**src/rtl/conv_frame_streamer.sv**
```systemverilog
`timescale 1ns/1ps
`default_nettype none
// ============================================================================
// Module      : conv_frame_streamer
// Description : Captures ROWS x COLS binary frames row by row, then streams
//               every KxK sliding window in raster order over valid/ready.
// Revision    : 1.0 - initial release
// ============================================================================
module conv_frame_streamer #(
    parameter int COLS = 6,
    parameter int ROWS = 6,
    parameter int K    = 3
) (
    input  logic                      clk,
    input  logic                      rst,
    input  logic [COLS-1:0]           row_data,
    input  logic                      row_strobe,
    input  logic                      load_go,
    input  logic                      win_ready,
    output logic                      win_valid,
    output logic [K*K-1:0]            win_data,
    output logic [$clog2(ROWS)-1:0]   win_row,
    output logic [$clog2(COLS)-1:0]   win_col,
    output logic                      frame_full,
    output logic                      done,
    output logic                      ovf_err
);

    localparam int c_RW = $clog2(ROWS);
    localparam int c_CW = $clog2(COLS);
    localparam int c_WW = $clog2(ROWS + 1);

    localparam logic [c_RW-1:0] c_LAST_ROW = c_RW'(ROWS - K);
    localparam logic [c_CW-1:0] c_LAST_COL = c_CW'(COLS - K);
    localparam logic [c_WW-1:0] c_LAST_WR  = c_WW'(ROWS - 1);

    localparam logic [1:0] c_ST_FILL   = 2'd0;
    localparam logic [1:0] c_ST_FULL   = 2'd1;
    localparam logic [1:0] c_ST_STREAM = 2'd2;
    localparam logic [1:0] c_ST_DONE   = 2'd3;

    logic [1:0]       r_state;
    logic [1:0]       w_state_nxt;
    logic [c_WW-1:0]  r_wr_idx;
    logic             r_strobe_q;
    logic             r_go_q;
    logic [c_RW-1:0]  r_win_row;
    logic [c_CW-1:0]  r_win_col;
    logic             r_frame_full;
    logic             r_ovf_err;
    logic [COLS-1:0]  r_mat [ROWS];

    logic w_strobe_edge;
    logic w_go_edge;
    logic w_accept;
    logic w_fill_write;

    assign w_strobe_edge = row_strobe & ~r_strobe_q;
    assign w_go_edge     = load_go & ~r_go_q;
    assign w_accept      = (r_state == c_ST_STREAM) & win_ready;
    assign w_fill_write  = w_strobe_edge & (r_state == c_ST_FILL);

    assign win_row    = r_win_row;
    assign win_col    = r_win_col;
    assign frame_full = r_frame_full;
    assign ovf_err    = r_ovf_err;

    always_ff @(posedge clk) begin
        if (rst) begin
            r_state <= c_ST_FILL;
        end else begin
            r_state <= w_state_nxt;
        end
    end

    always_comb begin
        w_state_nxt = r_state;
        win_valid   = 1'b0;
        done        = 1'b0;
        case (r_state)
            c_ST_FILL: begin
                if (w_strobe_edge && (r_wr_idx == c_LAST_WR)) begin
                    w_state_nxt = c_ST_FULL;
                end
            end
            c_ST_FULL: begin
                if (w_go_edge) begin
                    w_state_nxt = c_ST_STREAM;
                end
            end
            c_ST_STREAM: begin
                win_valid = 1'b1;
                if (w_accept && (r_win_col == c_LAST_COL) && (r_win_row == c_LAST_ROW)) begin
                    w_state_nxt = c_ST_DONE;
                end
            end
            c_ST_DONE: begin
                done        = 1'b1;
                w_state_nxt = c_ST_FILL;
            end
            default: begin
                w_state_nxt = c_ST_FILL;
            end
        endcase
    end

    always_ff @(posedge clk) begin
        if (rst) begin
            r_wr_idx     <= '0;
            r_strobe_q   <= 1'b0;
            r_go_q       <= 1'b0;
            r_win_row    <= '0;
            r_win_col    <= '0;
            r_frame_full <= 1'b0;
            r_ovf_err    <= 1'b0;
        end else begin
            r_strobe_q <= row_strobe;
            r_go_q     <= load_go;

            // Rows arriving outside FILL are dropped and flagged, never stored
            if (w_strobe_edge) begin
                if (r_state == c_ST_FILL) begin
                    r_wr_idx <= r_wr_idx + c_WW'(1);
                    if (r_wr_idx == c_LAST_WR) begin
                        r_frame_full <= 1'b1;
                    end
                end else begin
                    r_ovf_err <= 1'b1;
                end
            end

            if ((r_state == c_ST_FULL) && w_go_edge) begin
                r_win_row <= '0;
                r_win_col <= '0;
            end

            if (w_accept) begin
                if (r_win_col == c_LAST_COL) begin
                    r_win_col <= '0;
                    if (r_win_row != c_LAST_ROW) begin
                        r_win_row <= r_win_row + c_RW'(1);
                    end
                end else begin
                    r_win_col <= r_win_col + c_CW'(1);
                end
            end

            if (r_state == c_ST_DONE) begin
                r_wr_idx     <= '0;
                r_frame_full <= 1'b0;
            end
        end
    end

    // Frame storage has no reset: contents persist until overwritten
    always_ff @(posedge clk) begin
        if (!rst && w_fill_write) begin
            r_mat[r_wr_idx[c_RW-1:0]] <= row_data;
        end
    end

    always_comb begin
        win_data = '0;
        for (int i = 0; i < K; i++) begin
            for (int j = 0; j < K; j++) begin
                win_data[i*K+j] = r_mat[r_win_row + c_RW'(i)][r_win_col + c_CW'(j)];
            end
        end
    end

endmodule
`default_nettype wire
```
**config.mk**
```make
export PLATFORM = sky130hd
export DESIGN_NAME = conv_frame_streamer
export DESIGN_NICKNAME = d
export VERILOG_FILES = /design/src/rtl/conv_frame_streamer.sv
export SDC_FILE = /design/constraint.sdc
export NUM_CORES = 1
export LEC_CHECK = 0
export CELL_PAD_IN_SITES_DETAIL_PLACEMENT = 1
export CELL_PAD_IN_SITES_GLOBAL_PLACEMENT = 1
export CORE_ASPECT_RATIO = 1.1
export CORE_UTILIZATION = 30
export CTS_BUF_LIST = sky130_fd_sc_hd__clkbuf_2
export CTS_CLUSTER_DIAMETER = 30
export DETAILED_ROUTE_END_ITERATION = 10
export PLACE_DENSITY = 0.52
export SETUP_SLACK_MARGIN = 0.2
export SLEW_MARGIN = 20
export SYNTH_ARGS = -nofsm -noshare
export SYNTH_HDL_FRONTEND = slang
export SYNTH_SLANG_ARGS = --single-unit
```
**constraint.sdc**
```tcl
create_clock -name clk -period 2.4 [get_ports clk]
set_input_delay 0.36 -clock clk [delete_from_list [all_inputs] [get_ports clk]]
set_output_delay 0.36 -clock clk [all_outputs]
set_load 0.1 [all_outputs]
```
==> results.yml, run 1 <==
clock_network:
  h-tree-depth: 2
  worstSkewPairLatency_ps: 470
  clockBufferDepth: 2
  cts.sinks: 51
  cts_buffers: 5
  clkSlewWorstSetupHoldPaths_ps: 280
  cts-root-buf: "clkbuf_2"
  tritoncts: "yes"
detailed_routing:
  ant_nets: 0
  wl_per_cell_um: 18.29
  viasPerCell: 5.158
  first_iter_violations: 119
  finalWirelength_um: 8780
  drc: 0
  vias: 2476
  firstDrtPassIters: 4
sta:
  rsz0062_at_grt: "yes"
  slew_violations: 0
  post-route-period-util_pct: 123.6
  hold_ws_ps: 428.7
  final_hold_viol_count: 0
  max_slew_margin_pct: 63.72
  fmax_mhz: 337.1
  fin_ws_ps: -566.9
  fin_skew_ps: 51.37
  tightest_slew_ps: 544.1
  setup_violations: 9
  period_minus_slack_ps: 2967
  tns_ps: -4772
setup_path:
  cp_slowest_cell: "dfxtp_4"
  arrival_ps: 2610
  worst_setup_path_end_kind: "output pin"
  cp.buffers_inverters: 3
  start_kind: "flip-flop"
  path_cells: "buf_12 -> buf_6 -> mux4_2 -> mux2_4 -> mux2i_4 -> o22ai_2 -> a21o_4 -> buf_12"
  path_class: "flip-flop to output pin"
  cp_common_cell: "buf_12"
  critical-path-max-stage-delay_ps: 470
  startpoint: "win_row[0]"
  cp_top_family: "multiplexers"
  r2r-start: "r_state[0]"
  worstPathMaxFanout: 10
  cp.required_ps: 2040
layout:
  fill_cells: 1148
  final_cell_mix: "45 x buf_4, 36 x edfxtp_1, 25 x nor2_1, 19 x mux4_2, 16 x nand2_1"
  multiInputGateArea_um2: 2004
  final_common_cell: "buf_4"
  area_growth_syn_to_layout_pct: 34.80
  nets: 358
  final_core_util_pct: 42.07
  drive_above_1_share_pct: 43.45
  regArea_um2: 1404
status:
  status: "finished, violations left"
  violations: "negative setup slack"
global_route:
  grt_pass1_wl_um: 14680
  grt_pass1_vias: 2685
  antenna_found_initial: 1
  track_usage_pct: 17.06
  grt_max_degree: 25
  grt-ovfl-total: 0
floorplanning:
  dieHeight_um: 111.8
  die_w_um: 101.8
  row_count: 39
  die_area_um2: 11390
  core_area_um2: 10540
  io_pins: 30
  initial_core_util_pct: 31.21
power_and_ir_drop:
  irDropWorstVdd_mv: 0.2911
  p_per_area_nw_per_um2: 439.3
  leakage_uw: 0.001562
synth:
  synthFlopType: "edfxtp_1"
  synthCells: 274
  syn_area_um2: 3289
  yosys_warnings: 0
  syn-num-nets: 297
  yosys_register_bits: 51
  async_flop_share_pct: 0
  ys_types: 50
  syn-mean-instance-area_um2: 12.01
  yosysSeqAreaShare_pct: 41.99
  synth_edf_count: 36
place:
  place_ws_ps: -210.0
  dp_hpwl_um: 6910
  gp_congestion: 0.7582
  port_buffers: 29
hold_path:
  hp-class: "input port to flip-flop"
  worstHoldStart: "row_strobe"
run:
  maxCapViolations: 0
## stage by stage
stage                     area (µm²)  cells  power, µW
final                           4434    480       1948
after global routing            4434    480       2067
after CTS                       4329    479       1962
after detailed placement        4104    465       1588
after global placement          4104    465       1573
after floorplan                 3388    274       1402
## per-layer routing
metal  global-route usage [%]  part of all wire (%)
met5                        0                     0
met2                    29.46                    52
met1                    21.65                    44
met4                    5.810                   2.1
met3                    2.385                   2.3
## state kept, by name, summed over array words and instances, names as in the netlist
signal      flops
win_col         3
r_wr_idx        3
r_state         2
ovf_err         1
win_row         3
frame_full      1
r_mat          36
r_go_q          1
r_strobe_q      1
## layout make-up
type / instances / share of cell area [%]
Timing Repair Buffer: 73 / 17.18
Clock inverter: 3 / 0.4515
Multi-Input combinational cell: 194 / 45.20
Antenna cell: 1 / 0.05643
Inverter: 10 / 0.8465
Sequential cell: 51 / 31.66
Clock buffer: 5 / 0.5643
Tap cell: 143 / 4.035
## cell usage after synthesis, types with 2 or more instances
library cell  instances  area share, %
a21oi_1               9            1.4
a31oi_1               2           0.38
and2_1                2           0.38
and3_1                4           0.76
buf_1                 2           0.23
buf_2                 6           0.91
buf_6                 2           0.68
clkbuf_1              7           0.80
dfxtp_1              15            9.1
edfxtp_1             36             33
ha_1                 12            4.6
inv_1                 9            1.0
mux2_2               14            4.8
mux2i_1              17            5.2
mux4_1               11            8.8
mux4_2               12            8.2
nand2_1              16            1.8
nand2b_1              2           0.38
nand3_1               8            1.2
nor2_1               25            2.9
nor2b_1               7            1.3
nor3_1               14            2.1
nor3b_1               2           0.46
o211ai_1              4           0.91
o21ai_0               5           0.76
o221ai_1              2           0.53
o31ai_1               4           0.91
o32ai_1               3           0.80
## power by group
| group | internal [µW] | switching [µW] | total, µW |
|---|---|---|---|
| clock | 69.7 | 287 | 357 |
| sequential | 988 | 48.6 | 1040 |
| combinational | 226 | 329 | 555 |
| total | 1280 | 664 | 1950 |
## worst paths after layout
path	to	slack [ps]	cells after the start
min reg2reg	ovf_err	510	2
max reg2reg	r_mat[3][1]	470	5
max	win_data[2]	-570	8
min	r_strobe_q	430	2
## worst reg2reg max path: stages, from the launching register on
cell,delay (ps)
dfxtp_1,420
inv_1,120
ha_1,230
and2_1,160
nor3b_2,240
and3_1,410
## logic make-up (layout without fill, tap and decap cells)
group	Yosys count	count (layout)	share of synthesized area, %
compound gates	41	41	8.711
xor+xnor	2	2	0.5326
fa+ha+maj	12	12	4.564
buf+inv	29	91	4.412
flops	51	51	41.99
mux	55	55	27.65
other cells	0	1	0
simple gates	84	84	12.13
## what timing repair did
action,CTS,global route
endpoints found under the setup margin,9,33
gates cloned,1,0
gates resized for setup,34,26
pin swaps,6,3
hold buffers,0,0
buffers inserted,5,0
Note: power is estimated with default switching activity, not from simulation.
==> run 2: changes to the inputs <==
- CAP_MARGIN: unset -> 20
==> results of run 2 <==
The final DEF is identical to that of run 1; final timing and power are the same.
